### config.mk
export PLATFORM = sky130hd
export DESIGN_NAME = dcram_fill_wr
export DESIGN_NICKNAME = d
export VERILOG_FILES = /design/src/rtl/dcram_fill_wr.sv
export SDC_FILE = /design/constraint.sdc
export NUM_CORES = 1
export LEC_CHECK = 0
export CORE_UTILIZATION = 50
export DETAILED_ROUTE_END_ITERATION = 6
export GPL_ROUTABILITY_DRIVEN = 1
export PLACE_DENSITY = 0.8
export SYNTH_ARGS = -nofsm -noshare
export SYNTH_HDL_FRONTEND = slang
export SYNTH_SLANG_ARGS = --single-unit
### constraint.sdc
create_clock -name clk -period 6.1 [get_ports clk]
set_input_delay 0.915 -clock clk [delete_from_list [all_inputs] [get_ports clk]]
set_output_delay 0.915 -clock clk [all_outputs]
set_load 0.02 [all_outputs]
### src/rtl/dcram_fill_wr.sv
// Data-cache RAM fill writer: stages a critical-word-first 4-word line fill in a
// small FIFO and issues one halfword-masked 64-bit RAM write per buffered word.
module dcram_fill_wr #(
    parameter int DC_MSB     = 13,
    parameter int FIFO_DEPTH = 2
) (
    input  logic            clk,
    input  logic            reset,
    input  logic            fill_req,
    input  logic [DC_MSB:0] fill_addr,
    input  logic            fill_way,
    input  logic [1:0]      crit_word,
    input  logic [31:0]     biu_data,
    input  logic            biu_valid,
    output logic            fill_rdy,
    input  logic            cpu_hold,
    input  logic            abort,
    output logic [DC_MSB:0] addr,
    output logic [1:0]      bank_sel,
    output logic            bypass,
    output logic [3:0]      we,
    output logic [63:0]     data_in,
    output logic            fill_done,
    output logic            busy
);
    localparam int PW = (FIFO_DEPTH > 1) ? $clog2(FIFO_DEPTH) : 1;
    localparam int CW = $clog2(FIFO_DEPTH + 1);
    localparam logic [PW-1:0]   PTR_LAST  = PW'(FIFO_DEPTH - 1);
    localparam logic [CW-1:0]   CNT_FULL  = CW'(FIFO_DEPTH);
    localparam logic [DC_MSB:0] LINE_MASK = {{(DC_MSB - 3){1'b1}}, 4'b0000};

    typedef enum logic [1:0] {
        IDLE = 2'd0,
        FILL = 2'd1,
        DONE = 2'd2
    } state_t;

    state_t          state_q, state_d;
    logic [DC_MSB:0] base_q, base_d;
    logic            way_q, way_d;
    logic [1:0]      crit_q, crit_d;
    logic [2:0]      acc_cnt_q, acc_cnt_d;
    logic [2:0]      wr_cnt_q, wr_cnt_d;
    logic [PW-1:0]   rd_ptr_q, rd_ptr_d;
    logic [PW-1:0]   wr_ptr_q, wr_ptr_d;
    logic [CW-1:0]   count_q, count_d;
    logic [31:0]     fifo_data_q [FIFO_DEPTH];
    logic [1:0]      fifo_idx_q  [FIFO_DEPTH];

    logic [DC_MSB:0] addr_q, addr_d;
    logic [1:0]      bank_sel_q, bank_sel_d;
    logic            bypass_q, bypass_d;
    logic [3:0]      we_q, we_d;
    logic [63:0]     data_q, data_d;
    logic            fill_rdy_q, fill_rdy_d;
    logic            fill_done_q, fill_done_d;
    logic            busy_q, busy_d;

    logic            push_s, pop_s, flush_s;
    logic [1:0]      push_idx_s, head_idx_s;
    logic [31:0]     head_data_s;

    function automatic logic [PW-1:0] ptr_inc(input logic [PW-1:0] p);
        return (p == PTR_LAST) ? '0 : p + PW'(1);
    endfunction

    assign push_idx_s  = crit_q + acc_cnt_q[1:0];
    assign head_idx_s  = fifo_idx_q[rd_ptr_q];
    assign head_data_s = fifo_data_q[rd_ptr_q];

    // Fill sequencing: state, latched line context, accept/write counters
    always_comb begin
        state_d   = state_q;
        base_d    = base_q;
        way_d     = way_q;
        crit_d    = crit_q;
        acc_cnt_d = acc_cnt_q;
        wr_cnt_d  = wr_cnt_q;
        push_s    = 1'b0;
        pop_s     = 1'b0;
        flush_s   = 1'b0;
        case (state_q)
            IDLE: begin
                if (fill_req) begin
                    state_d   = FILL;
                    base_d    = fill_addr & LINE_MASK;
                    way_d     = fill_way;
                    crit_d    = crit_word;
                    acc_cnt_d = 3'd0;
                    wr_cnt_d  = 3'd0;
                end else begin
                    state_d = IDLE;
                end
            end
            FILL: begin
                // abort outranks push, pop and the move to DONE
                if (abort) begin
                    state_d = IDLE;
                    flush_s = 1'b1;
                end else begin
                    push_s = biu_valid & fill_rdy_q;
                    pop_s  = (count_q != '0) & ~cpu_hold;
                    if (push_s) begin
                        acc_cnt_d = acc_cnt_q + 3'd1;
                    end else begin
                        acc_cnt_d = acc_cnt_q;
                    end
                    if (pop_s) begin
                        wr_cnt_d = wr_cnt_q + 3'd1;
                        state_d  = (wr_cnt_q == 3'd3) ? DONE : FILL;
                    end else begin
                        wr_cnt_d = wr_cnt_q;
                    end
                end
            end
            DONE: begin
                state_d = IDLE;
                flush_s = 1'b1;
            end
            default: begin
                state_d = IDLE;
                flush_s = 1'b1;
            end
        endcase
        if (flush_s) begin
            acc_cnt_d = 3'd0;
            wr_cnt_d  = 3'd0;
        end else begin
            acc_cnt_d = acc_cnt_d;
        end
    end

    // Staging FIFO pointers and occupancy
    always_comb begin
        rd_ptr_d = rd_ptr_q;
        wr_ptr_d = wr_ptr_q;
        count_d  = count_q;
        if (flush_s) begin
            rd_ptr_d = '0;
            wr_ptr_d = '0;
            count_d  = '0;
        end else begin
            if (push_s) begin
                wr_ptr_d = ptr_inc(wr_ptr_q);
            end else begin
                wr_ptr_d = wr_ptr_q;
            end
            if (pop_s) begin
                rd_ptr_d = ptr_inc(rd_ptr_q);
            end else begin
                rd_ptr_d = rd_ptr_q;
            end
            case ({push_s, pop_s})
                2'b10:   count_d = count_q + CW'(1);
                2'b01:   count_d = count_q - CW'(1);
                default: count_d = count_q;
            endcase
        end
    end

    // RAM write port and handshake outputs; addr/data_in hold when no write issues
    always_comb begin
        addr_d      = addr_q;
        data_d      = data_q;
        we_d        = 4'b0000;
        bank_sel_d  = 2'b00;
        bypass_d    = 1'b0;
        if (pop_s) begin
            addr_d     = base_q | {{(DC_MSB - 3){1'b0}}, head_idx_s[1], 3'b000};
            data_d     = {head_data_s, head_data_s};
            we_d       = head_idx_s[0] ? 4'b0011 : 4'b1100;
            bank_sel_d = way_q ? 2'b10 : 2'b01;
            bypass_d   = (wr_cnt_q == 3'd0);
        end else begin
            we_d = 4'b0000;
        end
        fill_done_d = (state_q == DONE) & ~abort;
        fill_rdy_d  = (state_d == FILL) && (count_d < CNT_FULL) && (acc_cnt_d < 3'd4);
        busy_d      = (state_d != IDLE);
    end

    // FIFO storage
    always_ff @(posedge clk or posedge reset) begin
        if (reset) begin
            for (int i = 0; i < FIFO_DEPTH; i++) begin
                fifo_data_q[i] <= 32'd0;
                fifo_idx_q[i]  <= 2'd0;
            end
        end else if (push_s) begin
            fifo_data_q[wr_ptr_q] <= biu_data;
            fifo_idx_q[wr_ptr_q]  <= push_idx_s;
        end
    end

    // Control and output registers
    always_ff @(posedge clk or posedge reset) begin
        if (reset) begin
            state_q     <= IDLE;
            base_q      <= '0;
            way_q       <= 1'b0;
            crit_q      <= 2'd0;
            acc_cnt_q   <= 3'd0;
            wr_cnt_q    <= 3'd0;
            rd_ptr_q    <= '0;
            wr_ptr_q    <= '0;
            count_q     <= '0;
            addr_q      <= '0;
            bank_sel_q  <= 2'b00;
            bypass_q    <= 1'b0;
            we_q        <= 4'b0000;
            data_q      <= 64'd0;
            fill_rdy_q  <= 1'b0;
            fill_done_q <= 1'b0;
            busy_q      <= 1'b0;
        end else begin
            state_q     <= state_d;
            base_q      <= base_d;
            way_q       <= way_d;
            crit_q      <= crit_d;
            acc_cnt_q   <= acc_cnt_d;
            wr_cnt_q    <= wr_cnt_d;
            rd_ptr_q    <= rd_ptr_d;
            wr_ptr_q    <= wr_ptr_d;
            count_q     <= count_d;
            addr_q      <= addr_d;
            bank_sel_q  <= bank_sel_d;
            bypass_q    <= bypass_d;
            we_q        <= we_d;
            data_q      <= data_d;
            fill_rdy_q  <= fill_rdy_d;
            fill_done_q <= fill_done_d;
            busy_q      <= busy_d;
        end
    end

    assign addr      = addr_q;
    assign bank_sel  = bank_sel_q;
    assign bypass    = bypass_q;
    assign we        = we_q;
    assign data_in   = data_q;
    assign fill_rdy  = fill_rdy_q;
    assign fill_done = fill_done_q;
    assign busy      = busy_q;

endmodule

Yosys cells after proc, flatten, opt, wreduce, memory -nomap -nowiden. Index checks and enable logic that the tools add are counted.

Register bits: 181. Latch bits: 0. Bits in writable memories: 0. ROM bits: 0. Output and inout bits: 88. Logic and storage cells: 108. Memories: 0.

$add $sub $neg: 7. Multiply operators: 0. Divide/modulo/power cells: 0. Magnitude comparators: 5. Equality and inequality tests: 9. Shift-type cells: 0. Muxes and demuxes: 46. Bitwise gates (word level): 8. Reduce and logical (&&, ||, !) cells: 12.

Operators by type and width (count): 32-bit 2-to-1 mux (4); 64-bit bitwise mux (1); 32-bit demux with 1-bit select (1); 3-bit 2-to-1 mux (8); 2-bit 2-to-1 mux (10); 14-bit by 4-bit bitwise OR with 14-bit output (1); 1-bit 2-to-1 mux (13); 3-bit case mux with 2 select lines (2); 3-bit inequality test (second input constant) (3); 4-bit 2-to-1 mux (2); 2-bit case mux with 2 select lines (2); 2-bit nonzero test (4); 3-bit by 1-bit adder with 3-bit output (second input constant) (2); 2-bit by 1-bit == test with 1-bit output (second input constant) (3); 4-bit bitwise mux (1); 2-bit == test (second input constant) (2); 2-bit greater-or-equal comparator (second input constant) (2); 1-bit inverter with 2-bit output (2); 4-bit AND reduction (1); 1-bit AND (3); 3-bit by 2-bit == test with 1-bit output (second input constant) (1); 1-bit logical AND (3); 3-bit logical NOT (1); 3-bit less-than comparator (second input constant) (1); 12 further kinds (14).

Depth between registers and ports, before layout. Gate-level depths: netlist of run 1.

Word-level depth: 10. Depth in mapped cells: 10. Mapped depth without buffers: 8.

Worst setup path before layout of run 1. OpenSTA, ideal clock, no wires.

Path type: in2reg. Start: input abort. End: register fill_rdy_q (netlist: fill_rdy). Library setup time: 0.128 ns. Arrival: 2.619 ns. Data required time: 5.972 ns. Path slack: 3.353 ns. Stages on the path: 8. Path buffers: 1. Cell sequence: nor3b_2 > nand2_1 > inv_1 > buf_1 > ha_1 > or3_1 > a21oi_1 > nor3b_1.

Longest elaborated chain between the ends: 8.

RTL lines: start: declaration (line 17) `input logic abort,`; 1-bit 2-to-1 mux (*) (line 97) `if (abort) begin`; 1-bit 2-to-1 mux (*) (line 82) `case (state_q)`; net pop_s (line 59) `logic push_s, pop_s, flush_s;`; 2-bit by 1-bit == test with 1-bit output / 2-bit == test (equally long branches) (line 153) `case ({push_s, pop_s})`; 2-bit case mux with 2 select lines (*) (line 153); 2-bit 2-to-1 mux (*) (line 138) `if (flush_s) begin`; net count_d[1] (line 46) `logic [CW-1:0] count_q, count_d;`; 2-bit less-than comparator (*) (line 178) `fill_rdy_d = (state_d == FILL) && (count_d < CNT_FULL) && (acc_cnt_d < 3'd4);`; 1-bit logical AND (*) (2 in a row) (line 178); net fill_rdy_d (line 55) `logic fill_rdy_q, fill_rdy_d;`; end signal: assignment (line 230) `fill_rdy_q <= fill_rdy_d;`; end: declaration (line 55).

Mark *: on every way through the listed nets, which the timed path passes. The rest lies on a longest branch. A chain may end at the register's enable or synchronous reset.

Final worst setup path of run 1.
Start: input abort. End: register fill_rdy_q (netlist: fill_rdy).

Longest elaborated chain between the ends: 8.

RTL lines (line): 1-bit 2-to-1 mux (97); 1-bit 2-to-1 mux (82); 2-bit by 1-bit == test with 1-bit output / 2-bit == test (equally long branches) (153); 2-bit case mux with 2 select lines (153); 2-bit 2-to-1 mux (*) (138); net count_d[1] (46); 2-bit less-than comparator (*) (178); 1-bit logical AND (*) (2 in a row) (178); net fill_rdy_d (55).

Marked as above.

==> results of run 1 <==
## logic make-up (layout without fill, tap and decap cells)
family          after synthesis  in the layout  share of synthesized area
compound gates               46             46                    0.04108
xor+xnor                      7              7                   0.009966
fa+ha+maj                     6              6                    0.01220
buf+inv                      65            175                    0.07179
flops                       144            144                     0.5857
mux                         117            117                     0.2072
other cells                   1              3                  0.0006095
simple gates                 91             91                    0.07138
## flip-flops by register name, summed over array words and instances (netlist names), 2 cells and up
name	count
fifo_data_q	64
acc_cnt_q	3
data_in	32
count_q	2
state_q	2
we	2
base_q	10
crit_q	2
addr	11
fifo_idx_q	4
wr_cnt_q	3
bank_sel	2
## worst min path at each step
| stage | end | start | cells past startpoint | slack (ns) |
|---|---|---|---|---|
| 6_report | bank_sel[0] | way_q | 1 | 0.47 |
| 5_1_grt | addr[8] | base_q[8] | 2 | 0.49 |
| 4_1_cts | addr[4] | base_q[4] | 2 | 0.47 |
| 3_5_place_dp | addr[8] | addr[8] | 2 | 0.46 |
| 3_3_place_gp | addr[4] | base_q[4] | 2 | 0.45 |
| 2_1_floorplan | bank_sel[0] | way_q | 1 | 0.41 |
## cell type report
type	instances	area [um2]	share of cell area
clock inverters	10	58.81	0.007489
flip-flops and latches	144	3605	0.4591
repair buffers	137	1366	0.1740
multi-input cells	270	2117	0.2696
well taps	147	183.9	0.02342
inverters	6	27.53	0.003505
clock buffers	22	494.2	0.06294
## metrics by stage
stage | hold slack, ns | util | power, W
2_1_floorplan | 0.4133 | - | 0.002154
3_3_place_gp | 0.4464 | 0.6077 | 0.002489
3_5_place_dp | 0.4608 | 0.6077 | 0.002555
4_1_cts | 0.4687 | 0.6538 | 0.003513
5_1_grt | 0.4884 | 0.6538 | 0.003672
6_report | 0.4662 | 0.6538 | 0.003479
## report_power, final
group          switching [W]  total (W)  internal, W
clock               0.000379   0.000948     0.000569
sequential          0.000222    0.00149      0.00127
combinational       0.000477    0.00104     0.000560
## critical path, stage by stage
cell and delay [ns]:
clkdlybuf4s50_1 0.53, nor3b_2 0.32, nand2_2 0.08, inv_1 0.39, ha_1 0.36, or3_1 0.38
a21oi_1 0.21, nor3b_1 0.08
## metal layers
| layer | wire length, um | GRT usage | vias up |
|---|---|---|---|
| met2 | 6010 | 0.3506 | 99 |
| met5 | 0 | 0 | - |
| li1 | - | - | 1773 |
| met4 | 207 | 0.08596 | 0 |
| met1 | 5011 | 0.2324 | 1931 |
| met3 | 589 | 0.06052 | 20 |
## cell usage after synthesis
library cell and number:
dfrtp_1 144, nand2_1 65, mux2_2 56, buf_4 38
o21ai_0 35, mux2i_1 34, mux2_1 27, clkbuf_1 9
nor2_1 8, buf_6 7, ha_1 6, a21oi_1 5
inv_1 5, xnor2_1 5, and3_1 4, buf_1 3
buf_2 2, nor2_8 2, nor3b_1 2, nor3b_2 2
or2_2 2, xor2_1 2, a21o_1 1, a22o_1 1
a32o_1 1, conb_1 1, inv_2 1, nand2_4 1
nand3_1 1, nand3b_1 1, nor2b_1 1, o21ba_2 1
o21bai_1 1, o32ai_1 1, or3_1 1, or3b_4 1
==> impl_metrics.prom, run 1 <==
# TYPE chip_impl_metric gauge
chip_impl_metric{name="fp-row-count",unit=""} 40
chip_impl_metric{name="via_count",unit=""} 3823
chip_impl_metric{name="fin_ws",unit="ns"} 3.117
chip_impl_metric{name="synthToLayoutAreaGrowth",unit="%"} 27.64
chip_impl_metric{name="yosys_warnings",unit=""} 0
chip_impl_metric{name="die_height",unit="um"} 112.9
chip_impl_metric{name="grt_antenna_before_repair",unit=""} 0
chip_impl_metric{name="number_of_distinct_standard_cells_referenced_by_the_synthesized_netlist",unit=""} 36
chip_impl_metric{name="cellLeakagePower",unit="nW"} 3.536
chip_impl_metric{name="post_route_cells_drive_above_1_share",unit=""} 0.1749
chip_impl_metric{name="worstMarginPinSlew",unit="ns"} 1.150
chip_impl_metric{name="post_cts_buffers",unit=""} 0
chip_impl_info{name="path_class_of_the_lowest_slack_min_delay_path",value="flip-flop to flip-flop"} 1
chip_impl_metric{name="timing_max_transition_violations_final",unit=""} 0
chip_impl_metric{name="final_period_minus_worst_setup_slack",unit="ns"} 2.983
chip_impl_metric{name="final_instance_area",unit="um2"} 7853
chip_impl_metric{name="final_nets",unit=""} 637
chip_impl_metric{name="grt_pass1_vias",unit=""} 4110
chip_impl_metric{name="worstPathMaxFanout",unit=""} 15
chip_impl_info{name="most_frequent_cells_in_the_layout",value="143 x dfrtp_1, 135 x clkdlybuf4s50_1, 64 x nand2_1"} 1
chip_impl_metric{name="num_antenna_cells",unit=""} 0
chip_impl_metric{name="setup-tns-final",unit="ns"} 0
chip_impl_metric{name="fmax",unit="MHz"} 335.2
chip_impl_metric{name="clk_transition_reported_paths",unit="ns"} 0.06
chip_impl_metric{name="post-route-period-util",unit=""} 0.4891
chip_impl_info{name="worst_r2r_endpoint",value="fill_rdy"} 1
chip_impl_info{name="synth.top_cells.by_area",value="dfrtp_1 59%, mux2_2 10%, mux2i_1 5.5%"} 1
chip_impl_metric{name="wl_per_cell",unit="um"} 16.06
chip_impl_metric{name="clkLatencyLatePin",unit="ns"} 0.41
chip_impl_metric{name="layout.filler_cells",unit=""} 907
chip_impl_metric{name="cp_required",unit="ns"} 6.39
chip_impl_metric{name="r2r.worst_path.cells",unit=""} 7
chip_impl_info{name="synth_top_area_cell",value="dfrtp_1"} 1
chip_impl_metric{name="fp.dieW",unit="um"} 112.9
chip_impl_info{name="crit_end",value="fill_rdy"} 1
chip_impl_metric{name="clock-sinks",unit=""} 144
chip_impl_metric{name="globalRouteTotalUtil",unit=""} 0.2017
chip_impl_metric{name="setup_failing_eps_final",unit=""} 0
chip_impl_metric{name="drt_drc_violations_left",unit=""} 0
chip_impl_metric{name="pwr_density_cell",unit="nW/um2"} 443.0
chip_impl_metric{name="vdd_drop_max",unit="mV"} 0.2459
chip_impl_info{name="cts_root_buf",value="clkbuf_16"} 1
chip_impl_info{name="cts_tree",value="built"} 1
chip_impl_metric{name="dp_cells",unit=""} 704
chip_impl_metric{name="max-cap-violations",unit=""} 0
chip_impl_info{name="mostFrequentLayoutCell",value="dfrtp_1"} 1
chip_impl_metric{name="number_of_h_tree_levels",unit=""} 4
chip_impl_metric{name="cts-resized-gates",unit=""} 0
chip_impl_info{name="unrepaired_setup_endpoints_after_global_routing",value="no"} 1
chip_impl_metric{name="number_of_vias_per_cell_after_detailed_routing",unit=""} 5.194
chip_impl_info{name="critical_path_source_type",value="primary input"} 1
chip_impl_metric{name="gp_routability_congestion",unit=""} 0.7898
chip_impl_metric{name="report.final.hold_viol_count",unit=""} 0
chip_impl_info{name="critical_path.reg2reg.startpoint",value="state_q[1]"} 1
chip_impl_metric{name="synth-seq-cells",unit=""} 144
chip_impl_metric{name="grt_first_pass_wirelength",unit="um"} 19540
chip_impl_metric{name="initial_utilization",unit=""} 0.5122
chip_impl_metric{name="dp_worst_setup_slack",unit="ns"} 2.627
chip_impl_metric{name="portBuffers",unit=""} 135
chip_impl_metric{name="worst_ep_arrival_time",unit="ns"} 3.28
chip_impl_metric{name="instance_area_after_placement",unit="um2"} 7300
chip_impl_metric{name="ys_seq_area_frac",unit=""} 0.5857
chip_impl_metric{name="grt_max_degree",unit=""} 110
chip_impl_metric{name="syn-instance-count",unit=""} 477
chip_impl_info{name="timing.critical_path.to_type",value="flip-flop"} 1
chip_impl_metric{name="dp_hpwl",unit="um"} 7607
chip_impl_info{name="outcome",value="complete, no violations"} 1
chip_impl_metric{name="numCtsBuffers",unit=""} 17
chip_impl_metric{name="top_cell_type_s_share_of_synthesized_area",unit=""} 0.5857
chip_impl_metric{name="syn_area_per_cell",unit="um2"} 12.90
chip_impl_metric{name="wirelength",unit="um"} 11820
chip_impl_metric{name="first_iter_violations",unit=""} 204
chip_impl_metric{name="worst_clock_skew",unit="ns"} 0.005035
chip_impl_metric{name="io_pins",unit=""} 143
chip_impl_metric{name="grt_overflow",unit=""} 0
chip_impl_metric{name="synth_area",unit="um2"} 6152
chip_impl_metric{name="max-clock-path-buffers",unit=""} 2
chip_impl_metric{name="cts.hold.buffers_added",unit=""} 0
chip_impl_metric{name="final_antenna_net_count",unit=""} 0
chip_impl_info{name="worstSetupPathType",value="primary input to flip-flop"} 1
chip_impl_metric{name="r2r_setup_slack",unit="ns"} 3.63
chip_impl_metric{name="final_cell_count_no_fill",unit=""} 736
chip_impl_metric{name="drt_pre_antenna_iters",unit=""} 4
chip_impl_metric{name="core-area",unit="um2"} 12010
chip_impl_metric{name="die_area",unit="um2"} 12750
chip_impl_metric{name="slew_headroom",unit=""} 0.2303
chip_impl_info{name="crit_start",value="abort"} 1
Note: power is estimated with default switching activity, not from simulation.
==> inputs of run 2 (changes only) <==
--- a/config.mk
+++ b/config.mk
@@ -5,10 +5,10 @@
 export SDC_FILE = /design/constraint.sdc
 export NUM_CORES = 1
 export LEC_CHECK = 0
-export CORE_UTILIZATION = 50
+export CORE_UTILIZATION = 45
 export DETAILED_ROUTE_END_ITERATION = 6
 export GPL_ROUTABILITY_DRIVEN = 1
-export PLACE_DENSITY = 0.8
+export PLACE_DENSITY = 0.76
 export SYNTH_ARGS = -nofsm -noshare
 export SYNTH_HDL_FRONTEND = slang
 export SYNTH_SLANG_ARGS = --single-unit
==> constraint.sdc (replaced) <==
create_clock -name clk -period 2.6 [get_ports clk]
set_input_delay 0.39 -clock clk [delete_from_list [all_inputs] [get_ports clk]]
set_output_delay 0.39 -clock clk [all_outputs]
set_load 0.02 [all_outputs]
==> impl_metrics.prom, run 2 (synthesis gave the netlist of run 1 again) <==
# TYPE chip_impl_metric gauge
chip_impl_metric{name="fp-row-count",unit=""} 42
chip_impl_metric{name="post_route_cells_drive_above_1_share",unit=""} 0.1833
chip_impl_metric{name="drt_pre_antenna_iters",unit=""} 4
chip_impl_info{name="crit_start",value="state_q[1]"} 1
chip_impl_info{name="registers.top_by_ff_count",value="fifo_data_q"} 1
chip_impl_metric{name="num_antenna_cells",unit=""} 0
chip_impl_metric{name="initial_utilization",unit=""} 0.4627
chip_impl_info{name="cp_cell_sequence",value="or3b_4 -> nor2_8 -> inv_2 -> ha_1 -> or3_1 -> a21oi_1 -> nor3b_1"} 1
chip_impl_metric{name="final_nets",unit=""} 650
chip_impl_metric{name="grt_antenna_before_repair",unit=""} 0
chip_impl_metric{name="power.switching_fraction",unit=""} 0.3003
chip_impl_metric{name="timing_max_transition_violations_final",unit=""} 0
chip_impl_metric{name="fmax",unit="MHz"} 455.1
chip_impl_info{name="outcome",value="complete, no violations"} 1
chip_impl_metric{name="max-cap-violations",unit=""} 0
chip_impl_metric{name="max_stage_delay",unit="ns"} 0.49
chip_impl_metric{name="via_count",unit=""} 3850
chip_impl_info{name="critical_path_source_type",value="flip-flop"} 1
chip_impl_info{name="globalRoute.busiestLayer",value="met2"} 1
chip_impl_metric{name="globalRouteTotalUtil",unit=""} 0.1795
chip_impl_metric{name="post-route-period-util",unit=""} 0.8452
chip_impl_metric{name="synthToLayoutAreaGrowth",unit="%"} 30.93
chip_impl_info{name="cts_tree",value="built"} 1
chip_impl_metric{name="grt_overflow",unit=""} 0
chip_impl_metric{name="clock-sinks",unit=""} 144
chip_impl_metric{name="portion_of_total_power_attributed_to_the_clock_network",unit=""} 0.278
chip_impl_metric{name="post_cts_buffers",unit=""} 0
chip_impl_metric{name="numCtsBuffers",unit=""} 17
chip_impl_metric{name="r2r.worst_path.cells",unit=""} 7
chip_impl_info{name="crit_end",value="fill_rdy"} 1
chip_impl_metric{name="worst_ep_arrival_time",unit="ns"} 2.49
chip_impl_metric{name="r2r_setup_slack",unit="ns"} 0.40
chip_impl_metric{name="total_power",unit="W"} 0.008229
chip_impl_metric{name="worst_clock_skew",unit="ns"} 0.007630
chip_impl_info{name="worstSetupPathType",value="flip-flop to flip-flop"} 1
chip_impl_metric{name="cp_required",unit="ns"} 2.89
chip_impl_metric{name="io_pins",unit=""} 143
chip_impl_metric{name="setup-tns-final",unit="ns"} 0
chip_impl_metric{name="instance_area_after_placement",unit="um2"} 7495
chip_impl_metric{name="core-area",unit="um2"} 13300
chip_impl_metric{name="slew_headroom",unit=""} 0.5012
chip_impl_metric{name="cts.hold.buffers_added",unit=""} 0
chip_impl_metric{name="wl_per_cell",unit="um"} 15.12
chip_impl_metric{name="p_int",unit="W"} 0.005758
chip_impl_metric{name="clk_transition_reported_paths",unit="ns"} 0.06
chip_impl_metric{name="worstPathMaxFanout",unit=""} 10
chip_impl_metric{name="vdd_drop_max",unit="mV"} 0.5119
chip_impl_info{name="path_class_of_the_lowest_slack_min_delay_path",value="primary input to asynchronous set/reset pin"} 1
chip_impl_metric{name="grt_max_degree",unit=""} 80
chip_impl_metric{name="die_height",unit="um"} 118.9
chip_impl_metric{name="pwr_density_cell",unit="nW/um2"} 1022
chip_impl_metric{name="switching_power",unit="W"} 0.002471
chip_impl_metric{name="fp.dieW",unit="um"} 118.9
chip_impl_metric{name="wirelength",unit="um"} 11730
chip_impl_info{name="unrepaired_setup_endpoints_after_global_routing",value="no"} 1
chip_impl_metric{name="max-clock-path-buffers",unit=""} 2
chip_impl_metric{name="grtUsageMet3",unit=""} 0.05172
chip_impl_metric{name="final_period_minus_worst_setup_slack",unit="ns"} 2.197
chip_impl_metric{name="grt_pass1_vias",unit=""} 3915
chip_impl_metric{name="cts-resized-gates",unit=""} 0
chip_impl_info{name="worst_r2r_endpoint",value="fill_rdy"} 1
chip_impl_metric{name="seq_power_share",unit=""} 0.421
chip_impl_metric{name="worstMarginPinSlew",unit="ns"} 0.7482
chip_impl_metric{name="met2_usage",unit=""} 0.2968
chip_impl_metric{name="power.combinational.fraction",unit=""} 0.301
chip_impl_metric{name="die_area",unit="um2"} 14140
chip_impl_metric{name="dp_hpwl",unit="um"} 7960
chip_impl_info{name="cell_type_of_the_slowest_stage_on_the_worst_timing_path",value="dfrtp_1"} 1
chip_impl_metric{name="first_iter_violations",unit=""} 165
chip_impl_metric{name="clkLatencyLatePin",unit="ns"} 0.41
chip_impl_metric{name="portBuffers",unit=""} 135
chip_impl_metric{name="gp_routability_congestion",unit=""} 0.7550
chip_impl_info{name="critical_path.reg2reg.startpoint",value="state_q[1]"} 1
chip_impl_metric{name="number_of_vias_per_cell_after_detailed_routing",unit=""} 4.961
chip_impl_metric{name="largest_register_ff_count",unit=""} 64
chip_impl_metric{name="drt_drc_violations_left",unit=""} 0
chip_impl_metric{name="setup_failing_eps_final",unit=""} 0
chip_impl_metric{name="number_of_h_tree_levels",unit=""} 4
chip_impl_metric{name="report.final.hold_viol_count",unit=""} 0
chip_impl_info{name="cts_root_buf",value="clkbuf_16"} 1
chip_impl_info{name="mostFrequentLayoutCell",value="dfrtp_1"} 1
chip_impl_metric{name="final_instance_area",unit="um2"} 8055
chip_impl_info{name="timing.critical_path.to_type",value="flip-flop"} 1
chip_impl_info{name="most_frequent_cells_in_the_layout",value="143 x dfrtp_1, 135 x clkdlybuf4s50_1, 64 x nand2_1"} 1
chip_impl_metric{name="final_antenna_net_count",unit=""} 0
chip_impl_metric{name="cellLeakagePower",unit="nW"} 3.611
chip_impl_metric{name="grt_use_met1",unit=""} 0.2184
chip_impl_metric{name="grt_first_pass_wirelength",unit="um"} 19590
[run 2: changes by cell type in the layout (fill, tap and decap cells not counted), sizes merged]
cell / change
clkbuf: +4
inv: -2
clkinv: -5
buf: +13
bufinv: +1
[run 2: power groups by stage]
stage / Sequential (W) / Combinational (W) / Clock (W)
6_report: 0.00346 / 0.00248 / 0.00229
3_3_place_gp: 0.00344 / 0.00244 / 0
2_1_floorplan: 0.00363 / 0.00142 / 0
5_1_grt: 0.00357 / 0.00269 / 0.00242
3_5_place_dp: 0.00350 / 0.00251 / 0
4_1_cts: 0.00347 / 0.00252 / 0.00234
[run 2: metal layers]
metal	vias up	wire length, um
met3	15	555
met2	101	5865
met1	1923	5116
met4	0	195
li1	1811	-
met5	-	0
[run 2: final cells by class]
| type | count | area, um2 |
|---|---|---|
| fillers | 1030 | 5240 |
| multi-input cells | 270 | 2117 |
| clock inverters | 4 | 51.30 |
| repair buffers | 150 | 1526 |
| flip-flops and latches | 144 | 3605 |
| clock buffers | 26 | 509.2 |
| well taps | 176 | 220.2 |
| inverters | 6 | 26.28 |
[run 2: worst min-delay path by stage]
stage | startpoint | endpoint | cells past startpoint
5_1_grt | reset | data_in[57] | 2
4_1_cts | reset | data_in[57] | 2
3_3_place_gp | way_q | bank_sel[0] | 1
3_5_place_dp | way_q | bank_sel[0] | 1
2_1_floorplan | way_q | bank_sel[0] | 1
6_report | reset | we[2] | 2
[run 2: worst max-delay path, delay by kind of cell (launching register included)]
kind	cells	cell delay (ns)
AND/OR/NAND/NOR	4	1.03
buffers and inverters	1	0.05
adder cells (fa/ha/maj)	1	0.30
AO/OA/AOI/OAI	1	0.21
flip-flops	1	0.49
[run 2: stage by stage]
step	hold slack (ns)	setup slack (ns)	utilization	cells
2_1_floorplan	0.4133	0.2635	-	479
3_3_place_gp	0.4250	0.09966	0.5637	746
3_5_place_dp	0.4441	0.06376	0.5637	746
4_1_cts	0.3787	0.4016	0.6059	776
5_1_grt	0.4029	0.2723	0.6059	776
6_report	0.3757	0.4026	0.6059	776
